===== src/rtl/ghpi_bus_arbiter.sv =====
// -----------------------------------------------------------------------------
// ghpi_bus_arbiter
//
// Two-master / one-slave arbiter for the generic valid/ack handshake bus, used
// in the Von-Neumann build so the core's IMEM and DMEM ports share one memory.
//
//   Master 0 : core IMEM port (read-only)
//   Master 1 : core DMEM port (read/write)
//   Slave    : unified memory / bus
//
// Exactly one master is routed to the slave at a time. Once a master is granted
// and the slave has not yet acked, the grant is held (LOCK_M0 / LOCK_M1) until
// the slave acks or the master drops its request. A grant issued from IDLE
// that is acked in the same cycle completes with zero added latency.
//
// Ports:
//   clk_i, rst_i                 clock, synchronous active-high reset
//   m0_addr_i, m0_valid_i        IMEM request
//   m0_data_o, m0_ack_o          IMEM response
//   m1_addr_i, m1_data_i,
//   m1_sel_i, m1_we_i,
//   m1_valid_i                   DMEM request
//   m1_data_o, m1_ack_o          DMEM response
//   s_addr_o, s_data_o, s_sel_o,
//   s_we_o, s_valid_o            slave request
//   s_data_i, s_ack_i            slave response
//
// Build option:
//   ARB_ROUND_ROBIN_EN  - when defined, simultaneous requests in IDLE go to the
//                         master that was not served last. When undefined, M1
//                         (DMEM) always wins. The core keeps IMEM valid high
//                         while it stalls on a DMEM access, so M0 must never be
//                         favoured in the fixed-priority build.
// -----------------------------------------------------------------------------
module ghpi_bus_arbiter #(
    parameter int ADDR_WIDTH = 32,
    parameter int DATA_WIDTH = 32
) (
    input  logic                      clk_i,
    input  logic                      rst_i,

    input  logic [ADDR_WIDTH-1:0]     m0_addr_i,
    input  logic                      m0_valid_i,
    output logic [DATA_WIDTH-1:0]     m0_data_o,
    output logic                      m0_ack_o,

    input  logic [ADDR_WIDTH-1:0]     m1_addr_i,
    input  logic [DATA_WIDTH-1:0]     m1_data_i,
    input  logic [DATA_WIDTH/8-1:0]   m1_sel_i,
    input  logic                      m1_we_i,
    input  logic                      m1_valid_i,
    output logic [DATA_WIDTH-1:0]     m1_data_o,
    output logic                      m1_ack_o,

    output logic [ADDR_WIDTH-1:0]     s_addr_o,
    output logic [DATA_WIDTH-1:0]     s_data_o,
    output logic [DATA_WIDTH/8-1:0]   s_sel_o,
    output logic                      s_we_o,
    output logic                      s_valid_o,
    input  logic [DATA_WIDTH-1:0]     s_data_i,
    input  logic                      s_ack_i
);

    typedef enum logic [1:0] {
        IDLE    = 2'd0,
        LOCK_M0 = 2'd1,
        LOCK_M1 = 2'd2
    } state_t;

    typedef enum logic [1:0] {
        GNT_NONE = 2'd0,
        GNT_M0   = 2'd1,
        GNT_M1   = 2'd2
    } grant_t;

    state_t state_q, state_d;
    grant_t grant;

`ifdef ARB_ROUND_ROBIN_EN
    // 0 = M0 was served last, 1 = M1 was served last
    logic last_grant_q, last_grant_d;
`endif

    // Effective grant: the locked master, or a fresh arbitration in IDLE.
    always_comb begin
        grant = GNT_NONE;
        case (state_q)
            LOCK_M0: grant = GNT_M0;
            LOCK_M1: grant = GNT_M1;
            default: begin
`ifdef ARB_ROUND_ROBIN_EN
                if (m0_valid_i && m1_valid_i) begin
                    grant = last_grant_q ? GNT_M0 : GNT_M1;
                end else if (m1_valid_i) begin
                    grant = GNT_M1;
                end else if (m0_valid_i) begin
                    grant = GNT_M0;
                end
`else
                if (m1_valid_i) begin
                    grant = GNT_M1;
                end else if (m0_valid_i) begin
                    grant = GNT_M0;
                end
`endif
            end
        endcase
    end

    // Next-state logic. An ack seen together with the IDLE grant completes the
    // transfer without ever entering a LOCK state.
    always_comb begin
        state_d = state_q;
`ifdef ARB_ROUND_ROBIN_EN
        last_grant_d = last_grant_q;
`endif
        case (state_q)
            IDLE: begin
                if (grant == GNT_M0) begin
                    if (s_ack_i) begin
`ifdef ARB_ROUND_ROBIN_EN
                        last_grant_d = 1'b0;
`endif
                    end else begin
                        state_d = LOCK_M0;
                    end
                end else if (grant == GNT_M1) begin
                    if (s_ack_i) begin
`ifdef ARB_ROUND_ROBIN_EN
                        last_grant_d = 1'b1;
`endif
                    end else begin
                        state_d = LOCK_M1;
                    end
                end
            end
            LOCK_M0: begin
                if (s_ack_i) begin
                    state_d = IDLE;
`ifdef ARB_ROUND_ROBIN_EN
                    last_grant_d = 1'b0;
`endif
                end else if (!m0_valid_i) begin
                    // request abandoned: release without delivering an ack
                    state_d = IDLE;
                end
            end
            LOCK_M1: begin
                if (s_ack_i) begin
                    state_d = IDLE;
`ifdef ARB_ROUND_ROBIN_EN
                    last_grant_d = 1'b1;
`endif
                end else if (!m1_valid_i) begin
                    state_d = IDLE;
                end
            end
            default: state_d = IDLE;
        endcase
    end

    always_ff @(posedge clk_i) begin
        if (rst_i) begin
            state_q <= IDLE;
`ifdef ARB_ROUND_ROBIN_EN
            last_grant_q <= 1'b0;
`endif
        end else begin
            state_q <= state_d;
`ifdef ARB_ROUND_ROBIN_EN
            last_grant_q <= last_grant_d;
`endif
        end
    end

    // Slave-side mux. M0 is read-only, so it always presents a full-word read.
    logic                    slv_valid;
    logic                    slv_we;
    logic [ADDR_WIDTH-1:0]   slv_addr;
    logic [DATA_WIDTH-1:0]   slv_data;
    logic [DATA_WIDTH/8-1:0] slv_sel;

    always_comb begin
        slv_valid = 1'b0;
        slv_we    = 1'b0;
        slv_addr  = '0;
        slv_data  = '0;
        slv_sel   = '0;
        case (grant)
            GNT_M0: begin
                slv_valid = m0_valid_i;
                slv_addr  = m0_addr_i;
                slv_sel   = '1;
            end
            GNT_M1: begin
                slv_valid = m1_valid_i;
                slv_we    = m1_we_i;
                slv_addr  = m1_addr_i;
                slv_data  = m1_data_i;
                slv_sel   = m1_sel_i;
            end
            default: ;
        endcase
    end

    // Reset kills the handshake in the same cycle so nothing completes while
    // the FSM is being forced back to IDLE.
    assign s_valid_o = slv_valid & ~rst_i;
    assign s_we_o    = slv_we & ~rst_i;
    assign s_addr_o  = slv_addr;
    assign s_data_o  = slv_data;
    assign s_sel_o   = slv_sel;

    assign m0_data_o = s_data_i;
    assign m1_data_o = s_data_i;
    assign m0_ack_o  = s_ack_i & (grant == GNT_M0) & m0_valid_i & ~rst_i;
    assign m1_ack_o  = s_ack_i & (grant == GNT_M1) & m1_valid_i & ~rst_i;

endmodule


===== config.mk =====
export PLATFORM = sky130hd
export DESIGN_NAME = ghpi_bus_arbiter
export DESIGN_NICKNAME = d
export VERILOG_FILES = /design/src/rtl/ghpi_bus_arbiter.sv
export SDC_FILE = /design/constraint.sdc
export NUM_CORES = 1
export LEC_CHECK = 0
export CAP_MARGIN = 20
export CORE_AREA = 2 2 107 109
export DETAILED_ROUTE_END_ITERATION = 10
export DIE_AREA = 0 0 109 111
export GPL_TIMING_DRIVEN = 1
export PLACE_DENSITY = 0.68
export SLEW_MARGIN = 5
export SYNTH_ARGS = -nofsm -noshare
export SYNTH_HDL_FRONTEND = slang
export SYNTH_SLANG_ARGS = --single-unit

===== constraint.sdc =====
create_clock -name clk_i -period 2.59 [get_ports clk_i]
set_clock_uncertainty 0.1 [all_clocks]
set_input_delay 0.259 -clock clk_i [delete_from_list [all_inputs] [get_ports clk_i]]
set_output_delay 0.259 -clock clk_i [all_outputs]
set_load 0.005 [all_outputs]

; After elaboration in Yosys (flattened, before gate mapping)
; Index checks and enable logic that the tools add are counted.
[op_classes]
eq_ne = 9
mux = 17
bitwise_logic = 9
n_reduce_logical = 2
[ops]
columns = op, n
row1 = $pmux 32 s2, 1
row2 = $mux 32, 1
row3 = $mux 2, 9
row4 = $ne 3x3->1 const B, 5
row5 = $and 1x1->1, 8
row6 = $pmux 4 s2, 1
row7 = $pmux 2 s3, 1
row8 = $reduce_and 5->1, 1
row9 = $eq 2x1->1 const B, 2
row10 = $eq 2x2->1 const B, 2
row11 = $pmux 2 s2, 1
row12 = $logic_not 2->1, 1
row13 = $mux 1, 2
row14 = $pmux 1 s2, 1
row15 = $not 1->1, 1
[totals]
regBits = 2
inputBits = 138
out_inout_bits = 136
elab_cells = 38

; Logic depth before layout (Yosys ltp)
; Gate-level depths: netlist of run 1.
[logic_depth]
depth_word = 7
depth_mapped = 10
ltp_nobuf = 9

; Least setup slack after synthesis of run 1
; Ideal clock, no wire load.
[synth_timing]
path_type = register to output
startpoint = reg state_q[0]
endpoint = out s_addr_o[10]
t_arrival_ps = 1835
slack_ps = 396
stages_incl_launch_ff = 8
path_buffers = 2
cell_sequence = dfxtp_1 -> inv_1 -> ha_1 -> mux2_2 -> ha_1 -> buf_2 -> clkbuf_1 -> nor2_1
[synth_via]
elab_chain_cells = 4
elab_cells_between_ends = 6
cone_classes = 4 x eq/ne / 2 x mux
[synth_lines]
columns = item, line_no
row1 = from (decl), 76  ; state_t state_q, state_d;
row2 = from (signal assigned), 169  ; state_q <= state_d;
row3 = $eq 2x2->1 / $eq 2x1->1 (equally long branches), 87  ; case (state_q)
row4 = $pmux 2 s2 *, 87
row5 = $eq 2x2->1 / $eq 2x1->1 (equally long branches), 189  ; case (grant)
row6 = $pmux 32 s2 *, 189
row7 = to (decl), 55  ; output logic [ADDR_WIDTH-1:0] s_addr_o,
; Every way passes the cells marked *; elsewhere a longest branch is shown, timed or not.

; Final worst setup path of run 1
[layout_timing]
startpoint = in m0_valid_i
endpoint = out s_data_o[8]
[layout_via]
elab_chain_cells = 5
[layout_lines]
columns = item, line_no
row1 = from (decl), 43  ; input logic m0_valid_i,
row2 = $mux 1, 102  ; end else if (m0_valid_i) begin
row3 = $mux 2, 100  ; if (m1_valid_i) begin
row4 = $pmux 2 s2, 87
row5 = $eq 2x2->1, 189
row6 = $mux 32, 189
row7 = to (decl), 56  ; output logic [DATA_WIDTH-1:0] s_data_o,
; Every way passes these cells.

==> flow_metrics.tcl, run 1 <==
set metrics [dict create \
    status "finished, final reports clean" \
    io_buffers 177 \
    yosysSeqAreaShare_pct 2.80 \
    power_leakage_nw 1.45 \
    post-route-drc-count 0 \
    top_register "state_q" \
    rows 39 \
    track_usage_pct 10.7 \
    fin_crit_ns 2.53 \
    cp-end-kind "output pin" \
    routedWlPerCell_um 14.3 \
    r2r-start "state_q[0]" \
    hold_violations 0 \
    synth_fp_nets 357 \
    yosys.area_share.xor_xnor_pct 0 \
    antenna_found_initial 0 \
    chipWidth_um 109 \
    ir_drop_mv 0.151 \
    rrSetupSlack_ns 0.19 \
    rsz0062_at_grt "true" \
    dr.pass1.iters 5 \
    die_height_um 111 \
    worst_pin_slew_ns 0.240 \
    dp.cells 466 \
    netlist_instances 214 \
    dr_total_vias 1905 \
    cts_tree "done" \
    worst-setup-path-type "primary input to output pin" \
    multi_input_area_um2 905 \
    synthMuxAreaShare_pct 0.789 \
    clock_path_buffers 2 \
    holdBufCountCts 0 \
    max_cap_viol_count 0 \
    cts-root-buf "clkbuf_16" \
    grt_max_degree 26 \
    largest_register_ffs 2 \
    routed_wl_um 6790 \
    ios 274 \
    final.period_utilization_pct 97.6 \
    nFillCells 1204 \
    numCtsBuffers 3 \
    drt_iter0_markers 60 \
    synth_compound_area_share_pct 22.1 \
    hold_class "primary input to output pin" \
    finalNetCount 477 \
    areaGrowthSynthToFinish_pct 120 \
    yosys_warnings 0 \
    avgViaCountPerCell 4.01 \
    ys_top_cells_by_area "buf_4 34%, a22oi_1 17%, and2_1 14%, nor2_1 9.5%, ha_1 4.4%" \
    min_path_cells 0 \
    crit_fanout 25 \
    initial_utilization_pct 12.9 \
    power_density_mw_per_mm2 312 \
    required_ns 2.23 \
    yosys.area_share.adder_pct 4.38 \
    netlist_area_mm2 0.00143 \
    instances_no_fill 475 \
    avgSynthCellArea_um2 6.67 \
    reg_top3 "state_q x2" \
    maxSlewHeadroom_pct 83.8 \
    synth_top_family_by_area "buffers and inverters" \
    synth_top_area_share_pct 34.2 \
    synth_top_area_cell "buf_4" \
    grt_pass1_wl_um 10200 \
    grt_pass1_vias 2077 \
    min_to "m0_data_o[11]" \
    htree_levels 1 \
    routabilityCongestion 0.715 \
    fin_setup_tns_ns 0 \
    fmax_mhz 396 \
    arrival_ns 2.17 \
    synth_seq_cells 2 \
    dp_hpwl_um 5380 \
    synth-simple-area-share_pct 29.4 \
    clk_latency_ns 0.22 \
    rr_endpoint "state_q[1]" \
    synth.distinct_cells 28 \
    antenna_cells 0 \
    drive_gt1_share_pct 16.0 \
    gr-total-overflow 0 \
    cts_sinks 2 \
    drv_slew 0 \
    hp-start "s_data_i[11]" \
    reg2regPathDepth 13 \
    setup_viol 0 \
    start_kind "primary input" \
    regArea_um2 40.0 \
    die_area_mm2 0.0121 \
    ant_nets 0 \
    core-area_mm2 0.0111 \
]
-- report_power, final --
group / internal [W] / leakage (nW) / switching, W
Combinational: 0.000437 / 1.40 / 0.000276
Sequential: 0.0000335 / 0.0163 / 0.00000168
Clock: 0.000196 / 0.0370 / 0.0000360
Total: 0.000667 / 1.45 / 0.000313
-- cell type report --
| cell class | count | share of cell area (%) |
|---|---|---|
| sequential | 2 | 1.27 |
| tap | 143 | 5.70 |
| clock buffer | 3 | 2.39 |
| timing repair buffer | 195 | 61.4 |
| inverter | 4 | 0.478 |
| multi-input combinational | 128 | 28.8 |
-- per-stage QoR --
step / util, % / hold WS (ns) / total power (W) / setup WS (ns) / cell area (um2)
4_1_cts: 28.0 / 0.418 / 0.000979 / -0.163 / 3110
3_5_place_dp: 26.9 / 0.418 / 0.000756 / -0.270 / 2980
2_1_floorplan: - / 0.228 / 0.000351 / 0.396 / 1430
5_1_grt: 28.4 / 0.418 / 0.00104 / -0.0279 / 3140
3_3_place_gp: 26.9 / 0.418 / 0.000745 / -0.232 / 2980
6_report: 28.4 / 0.418 / 0.000981 / 0.0632 / 3140
-- layer usage --
| metal | wire [um] | global-route usage [%] | vias to the layer above |
|---|---|---|---|
| li1 | - | - | 893 |
| met1 | 2220 | 10.1 | 845 |
| met3 | 754 | 3.06 | 38 |
| met4 | 267 | 5.30 | 0 |
| met5 | 0 | 0 | - |
| met2 | 3540 | 20.4 | 129 |
-- what timing repair did --
item | 4_1_cts | 5_1_grt
endpoints found under the hold margin | 0 | 0
resized for setup | 79 | 37
pin swaps | 1 | 5
setup endpoints to repair | 72 | 19
buffers inserted | 3 | 2
cloned | 2 | 0
-- cell families after synthesis --
family,after synthesis
AOI/OAI and AO/OA,43
DFF,2
adders and majority gates,5
buffers and inverters,84
and+or+nand+nor,79
muxes,1
-- synthesized netlist by cell type, drive strengths merged --
master  instances
o21a            1
mux2            1
nor4bb          1
a22oi          34
or3             2
nand2           1
a32oi           1
nor3            1
buf            75
nor2           36
ha              5
nand3           1
o21bai          1
a31oi           1
a21oi           5
and2           32
clkbuf          5
and4b           2
and3b           1
nand4b          1
or2b            1
inv             4
dfxtp           2
-- how the worst max path moves through the flow --
stage / startpoint / endpoint / slack [ns] / cells past startpoint
floorplan: state_q[0] / s_addr_o[10] / 0.40 / 7
global placement: m0_valid_i / s_addr_o[27] / -0.23 / 9
detailed placement: m0_valid_i / s_addr_o[27] / -0.27 / 9
CTS: m0_valid_i / s_addr_o[27] / -0.16 / 9
global route: m0_valid_i / s_addr_o[18] / -0.03 / 10
finish: m0_valid_i / s_data_o[8] / 0.06 / 7
-- cell usage in the layout, fill, tap and decap left out, types with 2 or more instances in the layout --
| cell | instances |
|---|---|
| clkdlybuf4s50_1 | 105 |
| dlygate4sd2_1 | 56 |
| nor2_1 | 36 |
| and2_1 | 32 |
| a22oi_1 | 22 |
| a22oi_2 | 12 |
| clkbuf_2 | 10 |
| buf_4 | 9 |
| buf_12 | 7 |
| a21oi_1 | 5 |
| inv_2 | 4 |
| ha_4 | 3 |
| clkbuf_16 | 3 |
| clkdlybuf4s15_1 | 3 |
| dlymetal6s2s_1 | 3 |
| or3_1 | 2 |
| ha_1 | 2 |
| dfxtp_1 | 2 |
-- critical path, stage by stage --
cell and delay (ns):
clkdlybuf4s50_1 0.47, or2b_2 0.30, o21a_1 0.23, ha_4 0.20, bufbuf_16 0.29, and2_1 0.15
dlygate4sd2_1 0.26
(Power assumes the default switching activity.)
==> inputs of run 2 (changes only) <==
Settings changed: CORE_AREA 2 2 107 109 to 5 5 104 106, PLACE_DENSITY 0.68 to 0.74, TNS_END_PERCENT set to 5.
==> run 2 against run 1 <==
Against the previous run: register-to-register slack better by 0.06 ns; fmax down 0.87%; wire length up 17%; total power down 7.5%; global-route usage up 0.25 points; worst setup slack worse by 0.022 ns; largest power group unchanged.
==> flow_metrics.tcl, run 2 (same netlist as run 1, synthesis figures left out) <==
set metrics [dict create \
    fmax_mhz 392 \
    die_area_mm2 0.0121 \
    track_usage_pct 10.9 \
    cp_top_family "buffers and inverters" \
    clock_path_buffers 2 \
    routabilityCongestion 0.766 \
    power_leakage_nw 1.87 \
    busiest_layer "met2" \
    top_register "state_q" \
    rsz0062_at_grt "true" \
    reg_top3 "state_q x2" \
    worst_path_max_delay_cell "clkdlybuf4s50_1" \
    cts_tree "done" \
    initial_utilization_pct 14.7 \
    cp.buffers_inverters 5 \
    setup_viol 0 \
    routed_wl_um 7920 \
    nFillCells 1008 \
    antenna_found_initial 0 \
    post-route-drc-count 0 \
    routedWlPerCell_um 16.9 \
    required_ns 2.23 \
    drv_slew 0 \
    power_density_mw_per_mm2 272 \
    grt_max_degree 43 \
    htree_levels 1 \
    gr-usage-met1_pct 11.5 \
    core-area_mm2 0.00968 \
    cp-end-kind "output pin" \
    worst-setup-path-type "primary input to output pin" \
    final_cell_mix "105 x clkdlybuf4s50_1, 35 x nor2_1, 35 x dlymetal6s2s_1" \
    antenna_cells 0 \
    gr-total-overflow 0 \
    drive_gt1_share_pct 17.3 \
    io_buffers 177 \
    dp.cells 455 \
    arrival_ns 2.19 \
    dr.pass1.iters 4 \
    use_met2_pct 21.3 \
    ant_nets 0 \
    fin_crit_ns 2.55 \
    instances_no_fill 469 \
    status "finished, final reports clean" \
    total_power_w 0.000907 \
    avgViaCountPerCell 4.09 \
    maxSlewHeadroom_pct 80.8 \
    start_kind "primary input" \
    hold_class "primary input to output pin" \
    finalNetCount 481 \
    worst_path_largest_cell_delay_ns 0.47 \
    cts-root-buf "clkbuf_8" \
    final.period_utilization_pct 98.4 \
    clk_latency_ns 0.21 \
    holdBufCountCts 0 \
    grt_pass1_wl_um 10600 \
    chipWidth_um 109 \
    ios 274 \
    cts_sinks 2 \
    worst_pin_slew_ns 0.285 \
    mostFrequentLayoutCell "clkdlybuf4s50_1" \
    crit_chain "clkdlybuf4s50_1 -> or2b_2 -> o21a_1 -> inv_2 -> ha_4 -> buf_16 -> buf_6 -> a22oi_1 -> nor2_1 -> dlygate4sd2_1" \
    dp_hpwl_um 5750 \
    largest_register_ffs 2 \
    grt_pass1_vias 1938 \
    hold_violations 0 \
    dr_total_vias 1917 \
    met3_usage_pct 3.32 \
    ir_drop_mv 0.176 \
    die_height_um 111 \
    rows 36 \
    max_cap_viol_count 0 \
    drt_iter0_markers 55 \
    numCtsBuffers 3 \
    crit_fanout 9 \
    areaGrowthSynthToFinish_pct 133 \
]
-- run 2: changes by cell type in the layout (fill, tap and decap cells not counted), moves of 4 or more --
cell | previous run | this run
a22oi_1 | 22 | 18
a22oi_2 | 12 | 16
buf_6 | 0 | 4
clkbuf_2 | 10 | 2
dlygate4sd2_1 | 56 | 34
dlymetal6s2s_1 | 3 | 35
-- run 2: layout make-up --
| class | instances | area, um2 | share of cell area [%] |
|---|---|---|---|
| tap | 133 | 166 | 4.99 |
| inverter | 4 | 15.0 | 0.451 |
| multi-input combinational | 128 | 936 | 28.1 |
| clock buffer | 3 | 41.3 | 1.24 |
| sequential | 2 | 41.3 | 1.24 |
| timing repair buffer | 199 | 2130 | 64.0 |
-- run 2: final timing paths --
| check | depth (start not counted) | end | from | slack (ns) |
|---|---|---|---|---|
| worst min register to register | 3 | state_q[0] | state_q[0] | 0.55 |
| worst min-delay path | 0 | m0_data_o[23] | s_data_i[23] | 0.42 |
| worst max register to register | 13 | state_q[1] | state_q[1] | 0.25 |
| worst max-delay path | 10 | s_addr_o[2] | m0_valid_i | 0.04 |
-- run 2: layer usage --
layer,wire length [um],part of all wire (%)
met1,2670,34
met2,4280,54
met3,933,12
met4,23,0.29
met5,0,0
-- run 2: worst reg2reg max path, delay by kind of cell, from the launching register on --
kind	cells	cell delay, ns
compound gates	3	0.43
fa+ha+maj	2	0.37
buf+inv	6	0.66
flops	1	0.32
simple gates	2	0.38
-- run 2: where the power goes --
group          switching [W]  total (W)  internal [W]
sequential        0.00000144  0.0000352     0.0000338
combinational       0.000289   0.000750      0.000461
clock              0.0000237   0.000122     0.0000982
total               0.000314   0.000907      0.000593
-- run 2: what timing repair did --
| action | 4_1_cts | 5_1_grt |
|---|---|---|
| pin swaps | 0 | 2 |
| gates resized for setup | 48 | 65 |
| buffers inserted | 2 | 4 |
| gates cloned | 3 | 2 |
| endpoints found under the setup margin | 72 | 64 |
-- run 2: metrics by stage --
| step | hold slack [ns] | setup TNS (ns) | worst slack (ns) | cell area, um2 | util (%) |
|---|---|---|---|---|---|
| after floorplan | 0.228 | 0 | 0.396 | 1430 | - |
| after global placement | 0.418 | -5.07 | -0.153 | 2940 | 30.3 |
| after detailed placement | 0.418 | -7.12 | -0.249 | 2940 | 30.3 |
| after CTS | 0.418 | -1.13 | -0.170 | 3070 | 31.7 |
| after global routing | 0.418 | -0.483 | -0.0679 | 3330 | 34.4 |
| final | 0.418 | 0 | 0.0411 | 3330 | 34.4 |
==> inputs of run 3 (changes only) <==
Settings changed: CELL_PAD_IN_SITES_DETAIL_PLACEMENT set to 0, CELL_PAD_IN_SITES_GLOBAL_PLACEMENT set to 1, CORE_AREA 5 5 104 106 to not set, CORE_MARGIN set to 5, CORE_UTILIZATION set to 11, DIE_AREA 0 0 109 111 to not set, PLACE_DENSITY 0.74 to 0.94, SETUP_SLACK_MARGIN set to 0.4.
==> run 3 against run 2 <==
Against the previous run: combinational power increased by 8.9%; worst setup slack better by 0.038 ns; largest power group unchanged; highest routed layer unchanged; register-to-register slack improved by 0.20 ns; sequential power up 3%; non-clock buffer count increased by 14; critical path type is now flip-flop to output pin; via count is 4.1% higher.
==> flow_metrics.tcl, run 3 (same netlist as run 1, synthesis figures left out) <==
set metrics [dict create \
    fin_setup_tns_ns 0 \
    hold_class "primary input to output pin" \
    swShare_pct 33.2 \
    holdBufCountCts 0 \
    chipWidth_um 124 \
    die_height_um 124 \
    htree_levels 1 \
    rows 41 \
    maxSlewHeadroom_pct 84.4 \
    dr_total_vias 1995 \
    finalNetCount 495 \
    mostFrequentLayoutCell "clkdlybuf4s50_1" \
    worst-setup-path-type "flip-flop to output pin" \
    worst_pin_slew_ns 0.231 \
    cp-end-kind "output pin" \
    ios 274 \
    post-route-drc-count 0 \
    track_usage_pct 9.29 \
    instances_no_fill 522 \
    arrival_ns 2.15 \
    sequentialPowerShare_pct 3.3 \
    drive_gt1_share_pct 26.9 \
    setup_slack_ns 0.0795 \
    p_clk_share_pct 21.7 \
    routabilityCongestion 0.671 \
    ant_nets 0 \
    dpl_worst_slack_ns -0.214 \
    final_cell_mix "105 x clkdlybuf4s50_1, 36 x nor2_1, 32 x and2_1" \
    rrSetupSlack_ns 0.45 \
    rr_endpoint "state_q[1]" \
    grt_pass1_vias 2075 \
    final.period_utilization_pct 96.9 \
    total_power_w 0.00109 \
    routedWlPerCell_um 16.0 \
    crit_fanout 8 \
    grt_max_degree 32 \
    route.met3.wl_um 815 \
    clk_latency_ns 0.22 \
    io_buffers 177 \
    cts_sinks 2 \
    die_area_mm2 0.0154 \
    antenna_cells 0 \
    start_kind "flip-flop" \
    core-area_mm2 0.0127 \
    dp.cells 495 \
    numCtsBuffers 3 \
    reg2regPathDepth 12 \
    ir_drop_mv 0.662 \
    hp-start "s_data_i[20]" \
    power_leakage_nw 1.70 \
    combPwrFrac_pct 74.9 \
    largest_register_ffs 2 \
    top_register "state_q" \
    min_to "m0_data_o[20]" \
    max_cap_viol_count 0 \
    antenna_found_initial 0 \
    dp_hpwl_um 5540 \
    gr-total-overflow 0 \
    setup_viol 0 \
    min_path_cells 0 \
    regArea_um2 42.5 \
    clock_path_buffers 2 \
    areaGrowthSynthToFinish_pct 142 \
    fmax_mhz 398 \
    hold_violations 0 \
    required_ns 2.23 \
    dr.pass1.iters 4 \
    wl_met1_um 2890 \
    routed.top_layer "met4" \
    reg_top3 "state_q x2" \
    cts-root-buf "clkbuf_16" \
    drt_iter0_markers 60 \
    clkTransAtPathRegs_ns 0.03 \
    power_density_mw_per_mm2 315 \
    routed_wl_um 8370 \
    routed-wl-met2_um 4480 \
    cts_tree "done" \
    nFillCells 1374 \
    r2r-start "state_q[1]" \
    status "finished, final reports clean" \
    multi_input_area_um2 936 \
    rsz0062_at_grt "true" \
    grt_pass1_wl_um 11000 \
    fin_crit_ns 2.51 \
    fin_util_pct 27.3 \
    drv_slew 0 \
    internal-power_w 0.000728 \
    avgViaCountPerCell 3.82 \
    switchingPower_w 0.000362 \
    initial_utilization_pct 11.3 \
]
## run 3: changes by cell type in the layout (fill, tap and decap cells not counted), moves of 6 or more
cell	delta
buf_2	+16
buf_4	+9
dlygate4sd2_1	-11
clkdlybuf4s15_1	+6
clkbuf_2	+6
dlymetal6s2s_1	-17
## run 3: worst max path at each step
stage,depth (start not counted),endpoint,from,slack (ns)
after floorplan,7,s_addr_o[10],state_q[0],0.40
after global placement,9,s_addr_o[2],m0_valid_i,-0.18
after detailed placement,9,s_addr_o[2],m0_valid_i,-0.21
after CTS,7,s_data_o[6],m0_valid_i,0.03
after global routing,9,s_addr_o[6],state_q[1],0.02
final,7,s_data_o[5],state_q[1],0.08
## run 3: repair_timing
item | 4_1_cts | 5_1_grt
resized for setup | 126 | 64
pin swaps | 12 | 14
gates cloned | 5 | 2
buffers inserted | 8 | 9
setup endpoints to repair | 72 | 74
## run 3: cell type report
type / count / area share [%]
inverter: 4 / 0.579
multi-input combinational: 128 / 27.1
timing repair buffer: 213 / 62.7
tap: 172 / 6.22
clock buffer: 3 / 2.17
sequential: 2 / 1.23
## run 3: metrics by stage
step,instance area (um2),hold WS (ns)
after global routing,3460,0.418
final,3460,0.418
after global placement,3000,0.418
after floorplan,1430,0.228
after CTS,3270,0.418
after detailed placement,3000,0.418
## run 3: per-layer routing
layer | global-route usage, % | up-vias
met3 | 2.41 | 27
met1 | 9.44 | 916
met5 | 0 | -
li1 | - | 936
met2 | 17.5 | 116
met4 | 4.52 | 0
## run 3: worst max-delay path, stage by stage (launching register included)
cell	delay [ns]
dfxtp_2	0.35
inv_4	0.05
ha_4	0.28
mux2_4	0.33
ha_4	0.19
buf_12	0.15
and2_1	0.14
clkdlybuf4s50_1	0.44
## run 3: power by group through the flow
stage               Combinational, W  Sequential [W]  Clock (W)
floorplan                   0.000316       0.0000352          0
global placement            0.000692       0.0000348          0
detailed placement          0.000706       0.0000353          0
CTS                         0.000769       0.0000358   0.000242
global route                0.000886       0.0000366   0.000242
finish                      0.000817       0.0000364   0.000237
